File: config.mk
export PLATFORM = sky130hd
export DESIGN_NAME = mod_counter_nb_flat
export DESIGN_NICKNAME = d
export VERILOG_FILES = /design/src/rtl/mod_counter_nb_if.sv /design/src/rtl/mod_counter_nb.sv /design/src/flat_wrapper.sv
export SDC_FILE = /design/constraint.sdc
export NUM_CORES = 1
export LEC_CHECK = 0
export ABC_AREA = 1
export CAP_MARGIN = 10
export CORE_MARGIN = 5
export CORE_UTILIZATION = 45
export DETAILED_ROUTE_END_ITERATION = 16
export DONT_BUFFER_PORTS = 1
export SYNTH_ARGS = -nofsm -noshare
export SYNTH_HDL_FRONTEND = slang
export SYNTH_SLANG_ARGS = --single-unit
File: constraint.sdc
create_clock -name clk -period 1.95 [get_ports clk]
set_clock_uncertainty 0.2 [all_clocks]
set_input_delay 0.39 -clock clk [delete_from_list [all_inputs] [get_ports clk]]
set_output_delay 0.39 -clock clk [all_outputs]
set_load 0.02 [all_outputs]
File: src/rtl/mod_counter_nb_if.sv
// Control/status bundle for mod_counter_nb: count controls in, count and flags out.
// The master drives controls and observes the count; the slave is the counter itself.
interface mod_counter_nb_if #(
   parameter int WIDTH = 4
);
   logic             en;
   logic             up;
   logic             oneshot;
   logic             load;
   logic [WIDTH-1:0] ld_val;
   logic [WIDTH-1:0] modulus;
   logic [WIDTH-1:0] out;
   logic             tc;
   logic             wrap;
   logic             done;

   modport master (
      output en, up, oneshot, load, ld_val, modulus,
      input  out, tc, wrap, done
   );

   modport slave (
      input  en, up, oneshot, load, ld_val, modulus,
      output out, tc, wrap, done
   );
endinterface

File: src/rtl/mod_counter_nb.sv
// Single-clock up/down modulus counter with load, terminal count, wrap pulse and one-shot halt.
// Optional enable prescaler is built only when COUNTER_PRESCALE_EN is defined.
module mod_counter_nb #(
   parameter int               WIDTH     = 4,
   parameter logic [WIDTH-1:0] RESET_VAL = '0,
   parameter int               PRESCALE  = 1
) (
   input  logic          clk,
   input  logic          clr,
   mod_counter_nb_if.slave bus
);

   typedef enum logic {
      RUN  = 1'b0,
      HALT = 1'b1
   } state_t;

   state_t           state_q;
   state_t           state_d;
   logic [WIDTH-1:0] count_q;
   logic             wrap_q;
   logic             tc;
   logic             tick;
   logic             step_en;

   if (WIDTH < 2 || PRESCALE < 1) begin : g_param_check
      $error("mod_counter_nb: WIDTH must be >= 2 and PRESCALE >= 1");
   end

   // Terminal value depends on the direction presented this cycle, so a
   // direction change at the limit is judged against the new direction.
   assign tc = bus.up ? (count_q >= bus.modulus) : (count_q == '0);

`ifdef COUNTER_PRESCALE_EN
   localparam int              PSC_W    = (PRESCALE > 1) ? $clog2(PRESCALE) : 1;
   localparam logic [PSC_W-1:0] PSC_LAST = PSC_W'(PRESCALE - 1);

   logic [PSC_W-1:0] psc_q;

   always_ff @(posedge clk or posedge clr) begin
      if (clr) begin
         psc_q <= '0;
      end else if (bus.load) begin
         psc_q <= '0;
      end else if (bus.en && (state_q == RUN)) begin
         psc_q <= (psc_q == PSC_LAST) ? '0 : psc_q + 1'b1;
      end
   end

   assign tick = bus.en && (psc_q == PSC_LAST);
`else
   assign tick = bus.en;
`endif

   assign step_en = tick && (state_q == RUN);

   // NOTE: every flop below uses non-blocking assignment so all registers
   // update from the same pre-edge values regardless of statement order.
   always_ff @(posedge clk or posedge clr) begin
      if (clr) begin
         state_q <= RUN;
      end else begin
         state_q <= state_d;
      end
   end

   // NOTE: next state defaults to the current state first, so no path
   // through this block leaves state_d unassigned and no latch is inferred.
   always_comb begin
      state_d = state_q;
      if (bus.load) begin
         state_d = RUN;
      end else if (step_en && tc && bus.oneshot) begin
         state_d = HALT;
      end
   end

   always_ff @(posedge clk or posedge clr) begin
      if (clr) begin
         count_q <= RESET_VAL;
         wrap_q  <= 1'b0;
      end else if (bus.load) begin
         count_q <= bus.ld_val;
         wrap_q  <= 1'b0;
      end else if (step_en) begin
         if (!tc) begin
            count_q <= bus.up ? count_q + 1'b1 : count_q - 1'b1;
            wrap_q  <= 1'b0;
         end else begin
            // One-shot counts the terminal value itself and then freezes on it.
            wrap_q <= 1'b1;
            if (!bus.oneshot) begin
               count_q <= bus.up ? '0 : bus.modulus;
            end
         end
      end else begin
         wrap_q <= 1'b0;
      end
   end

   always_comb begin
      bus.out  = count_q;
      bus.tc   = tc;
      bus.wrap = wrap_q;
      bus.done = (state_q == HALT);
   end

endmodule

File: src/flat_wrapper.sv
// flat-port wrapper written by rule: the top's interface ports become plain ports
module mod_counter_nb_flat 
#(
   parameter int               WIDTH     = 4,
   parameter logic [WIDTH-1:0] RESET_VAL = '0,
   parameter int               PRESCALE  = 1
)
  (clk, clr, bus_en, bus_up, bus_oneshot, bus_load, bus_ld_val, bus_modulus, bus_out, bus_tc, bus_wrap, bus_done);
  mod_counter_nb_if #(.WIDTH(WIDTH)) bus_i ();
  input  logic clk;
  input  logic clr;
  input wire logic [$bits(bus_i.en)-1:0] bus_en;
  input wire logic [$bits(bus_i.up)-1:0] bus_up;
  input wire logic [$bits(bus_i.oneshot)-1:0] bus_oneshot;
  input wire logic [$bits(bus_i.load)-1:0] bus_load;
  input wire logic [$bits(bus_i.ld_val)-1:0] bus_ld_val;
  input wire logic [$bits(bus_i.modulus)-1:0] bus_modulus;
  output wire logic [$bits(bus_i.out)-1:0] bus_out;
  output wire logic [$bits(bus_i.tc)-1:0] bus_tc;
  output wire logic [$bits(bus_i.wrap)-1:0] bus_wrap;
  output wire logic [$bits(bus_i.done)-1:0] bus_done;
  assign bus_i.en = bus_en;
  assign bus_i.up = bus_up;
  assign bus_i.oneshot = bus_oneshot;
  assign bus_i.load = bus_load;
  assign bus_i.ld_val = bus_ld_val;
  assign bus_i.modulus = bus_modulus;
  assign bus_out = bus_i.out;
  assign bus_tc = bus_i.tc;
  assign bus_wrap = bus_i.wrap;
  assign bus_done = bus_i.done;
  mod_counter_nb #(.WIDTH(WIDTH), .RESET_VAL(RESET_VAL), .PRESCALE(PRESCALE)) u_core (.clk(clk), .clr(clr), .bus(bus_i));
endmodule
## Word-level counts from Yosys, hierarchy flattened

Index checks and enable logic that the tools add are counted.

- Register bits: 6
- Input port bits: 14
- Output and inout bits: 7

- $add $sub $neg: 2
- $lt $le $gt $ge: 1
- Equality and inequality tests: 1
- Multiplexer cells: 12
- Bitwise gates (word level): 1
- Reductions and logical operators: 7

Operators by type and width:

| operator | number |
|---|---|
| 2-to-1 mux 4 bit | 6 |
| 2-to-1 mux 1 bit | 6 |
| adder 4 x 1 -> 4 bit, second input constant | 1 |
| greater-or-equal comparator 4 bit | 1 |
| logical NOT 4 bit | 1 |
| nonzero test 2 bit | 2 |
| subtractor 4 x 1 -> 4 bit, second input constant | 1 |
| logical AND 1 bit | 3 |
| inequality test 3 bit, second input constant | 1 |
| AND reduction 2 bit | 1 |
| NOT 1 bit | 1 |

## Depth between registers and ports, before layout

- Depth after elaboration: 6
- Depth in mapped cells: 12
- Gate-level depth less buffers: 12

## Worst setup path after synthesis

Ideal clock, no wire load.

- Kind: flip-flop to output port
- From: reg u_core.count_q[0] (netlist: u_core.bus.out[0])
- To: out bus_tc
- Arrival: 1350 ps
- Data required time: 1360 ps
- Path slack: 10 ps
- Stages on the path, launching flop included: 9
- Buffers on the path: 0
- Path through: dfrtp_1 inv_1 ha_1 nand2_1 inv_1 nand2_1 nand3_1 nand2_1 nand2_1

- Longest elaborated chain between the ends: 2
- Elaborated cells on any way between the ends: 3

RTL lines:

| what | RTL line | source |
|---|---|---|
| start, declared | mod_counter_nb.sv:20 | `logic [WIDTH-1:0] count_q;` |
| start signal, assigned | mod_counter_nb.sv:83 | `count_q <= bus.ld_val;` |
| start signal, assigned | mod_counter_nb.sv:87 | `count_q <= bus.up ? count_q + 1'b1 : count_q - 1'b1;` |
| start signal, assigned | mod_counter_nb.sv:93 | `count_q <= bus.up ? '0 : bus.modulus;` |
| greater-or-equal comparator 4 bit / logical NOT 4 bit (equally long branches) | mod_counter_nb.sv:32 | `assign tc = bus.up ? (count_q >= bus.modulus) : (count_q == '0);` |
| 2-to-1 mux 1 bit (*) | mod_counter_nb.sv:32 |  |
| end, declared | flat_wrapper.sv:19 | `output wire logic [$bits(bus_i.tc)-1:0] bus_tc;` |

Mark *: on every way between the ends. The rest lies on a longest branch, timed or not.

## Worst setup path after layout

Same ends and word-level chain as after synthesis.

==> out/results.txt <==
Int Power: 493 uW
post-route cell area: 825 sq um
register area share after synthesis: 0.248
drt via density: 5.31
largest cells by area after synthesis: dfrtp_1, nand2_1, ha_1
Worst VDD drop: 453 uV
failing checks: setup timing
most frequent cells in the layout: nand2_1, inv_1, buf_4
share of layout cells above drive strength 1: 0.346
MaxCap Viol Count: 0
CP Max Fanout: 3
largest family of logic cells by synthesized area: simple AND/OR/NAND/NOR gates
post-synth top area cell: dfrtp_1
grt total ovfl: 0
initial antenna violation count: 0
Seq. cell area: 153 sq um
commonest non-fill, non-tap cell in the layout: nand2_1
largest net degree at the start of global routing: 10
pwr dens: 1130 nW/um^2
f_max: 506 MHz
Synth Area in Adders: 0.157
Clock Power Share: 0.126
worst slew pin tran: 0.277 ns
first-pass GRT wire length: 2.67 mm
crit path kind: reg2out
Hold Fails Final Rpt: 0
Final Power: 934 uW
CTS Buf Count: 3
Leakage: 0.000436 uW
Die Area: 2180 sq um
sw frac: 0.472
drt pass-1 iters: 4
Worst Path Required: 1.36 ns
Mapped Avg Cell Area: 6.58 sq um
antenna diode count: 0
Layout Cells excl Fill: 119
Inst Count DP: 111
#FFs+latches synth: 6
multiplexer share of the synthesized area: 0
fin util: 0.642
Clock Latency Late Sink: 0.25 ns
CTS tree: built
DRT antenna net count: 0
Synth Net Count: 113
max-slew violation count: 0
final net count: 127
routability congestion estimate: 0.813
CP arrival: 1.39 ns
DPL Wire Length: 1.30 mm
Mapped Area: 606 sq um
clk root buf: clkbuf_4
Port Buffer Count: 0
Die Wd: 46.7 um
status: finished with violations
residual DRC count: 0
vias in the first global route: 598
Synth top area share: 0.248
routed wire length: 1.68 mm
All-Layer GR Usage: 0.184
H-Tree Depth: 1
Post-Synth Simple-Gate Area: 0.380
PnR worst setup slack: -0.0257 ns
Synth Area in Compound Gates: 0.0723
area grow syn2layout: 36.2%
Cells after Synth: 92
combinational share of power: 0.654
RSZ-0062 raised after global routing: true
Reg clk slew, reported paths: 0.05 ns
# setup viols final: 1
period utilization: 1.01
I/O pin cnt: 21
min Tclk post-route: 1.98 ns
post-place instance area: 657 sq um
core area: 1280 sq um
Slew Limit Headroom: 0.815
drt wl/cell: 14.1 um
area of the multi-input gates: 489 sq um
Worst Hold Class: in2reg
sw power: 441 uW
die extent in y: 46.7 um
Ys Warns: 0
Starting DRT DRC Count: 15
buffer depth of the longest clock path: 2
register share of total power: 0.220
Startpoint Class: register
Crit. End Element: output pin
Clock Sink Count: 6
Synth Area in XOR/XNOR: 0.0289
Initial Utilization: 0.471
Rows: 13
via count: 632
distinct cell type count of the synthesized netlist: 21
fill cell count: 132
## stage by stage
stage | setup WS (ns) | TNS (ns) | hold WS (ns)
4_1_cts | -0.0500 | -0.0500 | 0.0172
2_1_floorplan | 0.0102 | 0 | -0.0190
6_report | -0.0257 | -0.0257 | 0.0181
5_1_grt | -0.104 | -0.140 | 0.00556
3_5_place_dp | 0.0933 | 0 | 0.0173
3_3_place_gp | 0.136 | 0 | 0.0156
## layer usage
metal,up-vias,part of all wire,GRT usage
met2,22,0.49,0.297
met5,-,0,0
li1,315,-,-
met3,3,0.085,0.0859
met1,292,0.42,0.227
met4,0,0.0048,0.0331
## what timing repair did
item / in CTS / in global routing
setup endpoints to repair: 1 / 2
hold buffers: 1 / 0
setup buffers: 2 / 2
gates cloned: 0 / 0
pin swaps: 3 / 7
resized for setup: 6 / 14
endpoints found under the hold margin: 6 / 0
## area by class of cell
type	instances	area share
Tap cell	15	0.0228
Inverter	17	0.0774
Clock buffer	3	0.0273
Multi-Input combinational cell	68	0.593
Timing Repair Buffer	10	0.0941
Sequential cell	6	0.185
## logic make-up (layout without fill, tap and decap cells)
logic type | Yosys count | after routing
DFF | 6 | 6
adders and majority gates | 7 | 7
and+or+nand+nor | 51 | 51
xor gates and xnor gates | 2 | 2
AOI/OAI and AO/OA | 8 | 8
buffers and inverters | 18 | 30
## cells in the mapped netlist
library cell	instances
nand3_1	9
a21oi_1	5
nor3_1	1
or2_2	3
nor2_2	1
a21oi_2	1
fa_1	1
inv_2	1
nand4_2	1
or2_1	1
buf_2	1
dfrtp_1	6
ha_1	6
nand2_1	29
nor2_1	4
xor2_1	2
nand4_1	1
o21ai_0	1
inv_1	16
nand2_2	1
o21ai_1	1
## power by group through the flow
stage	sequential, uW	clock, uW	combinational (uW)
after global placement	199	0	445
after global routing	207	135	698
after detailed placement	201	0	456
after CTS	193	124	517
final	206	117	611
after floorplan	243	0	279
## worst max-delay path, stage by stage, from the launching register on
cell and delay, ns:
dfrtp_1 0.40, inv_2 0.06, ha_4 0.25, nand2_1 0.04
inv_1 0.06, nand2_2 0.06, nand3_2 0.07, nand2_2 0.07
nand2_4 0.11
## sequential cells by signal, indices dropped and copies added, names as in the netlist
register and count:
u_core.bus.wrap 1, u_core.bus.out 4, u_core.bus.done 1
## path summary, 6_finish.rpt
kind,start,to,slack (ns),depth (start not counted)
setup / recovery,u_core.bus.out[0],bus_tc,-0.03,8
hold reg to reg,u_core.bus.out[2],u_core.bus.out[2],0.48,3
hold / removal,bus_load,u_core.bus.wrap,0.02,1
max in group asynchronous,clr,u_core.bus.out[2],1.03,2
min in group asynchronous,clr,u_core.bus.out[3],0.30,2
setup reg to reg,u_core.bus.out[1],u_core.bus.out[3],0.10,10
No activity file was read; power rests on OpenSTA's default activity.
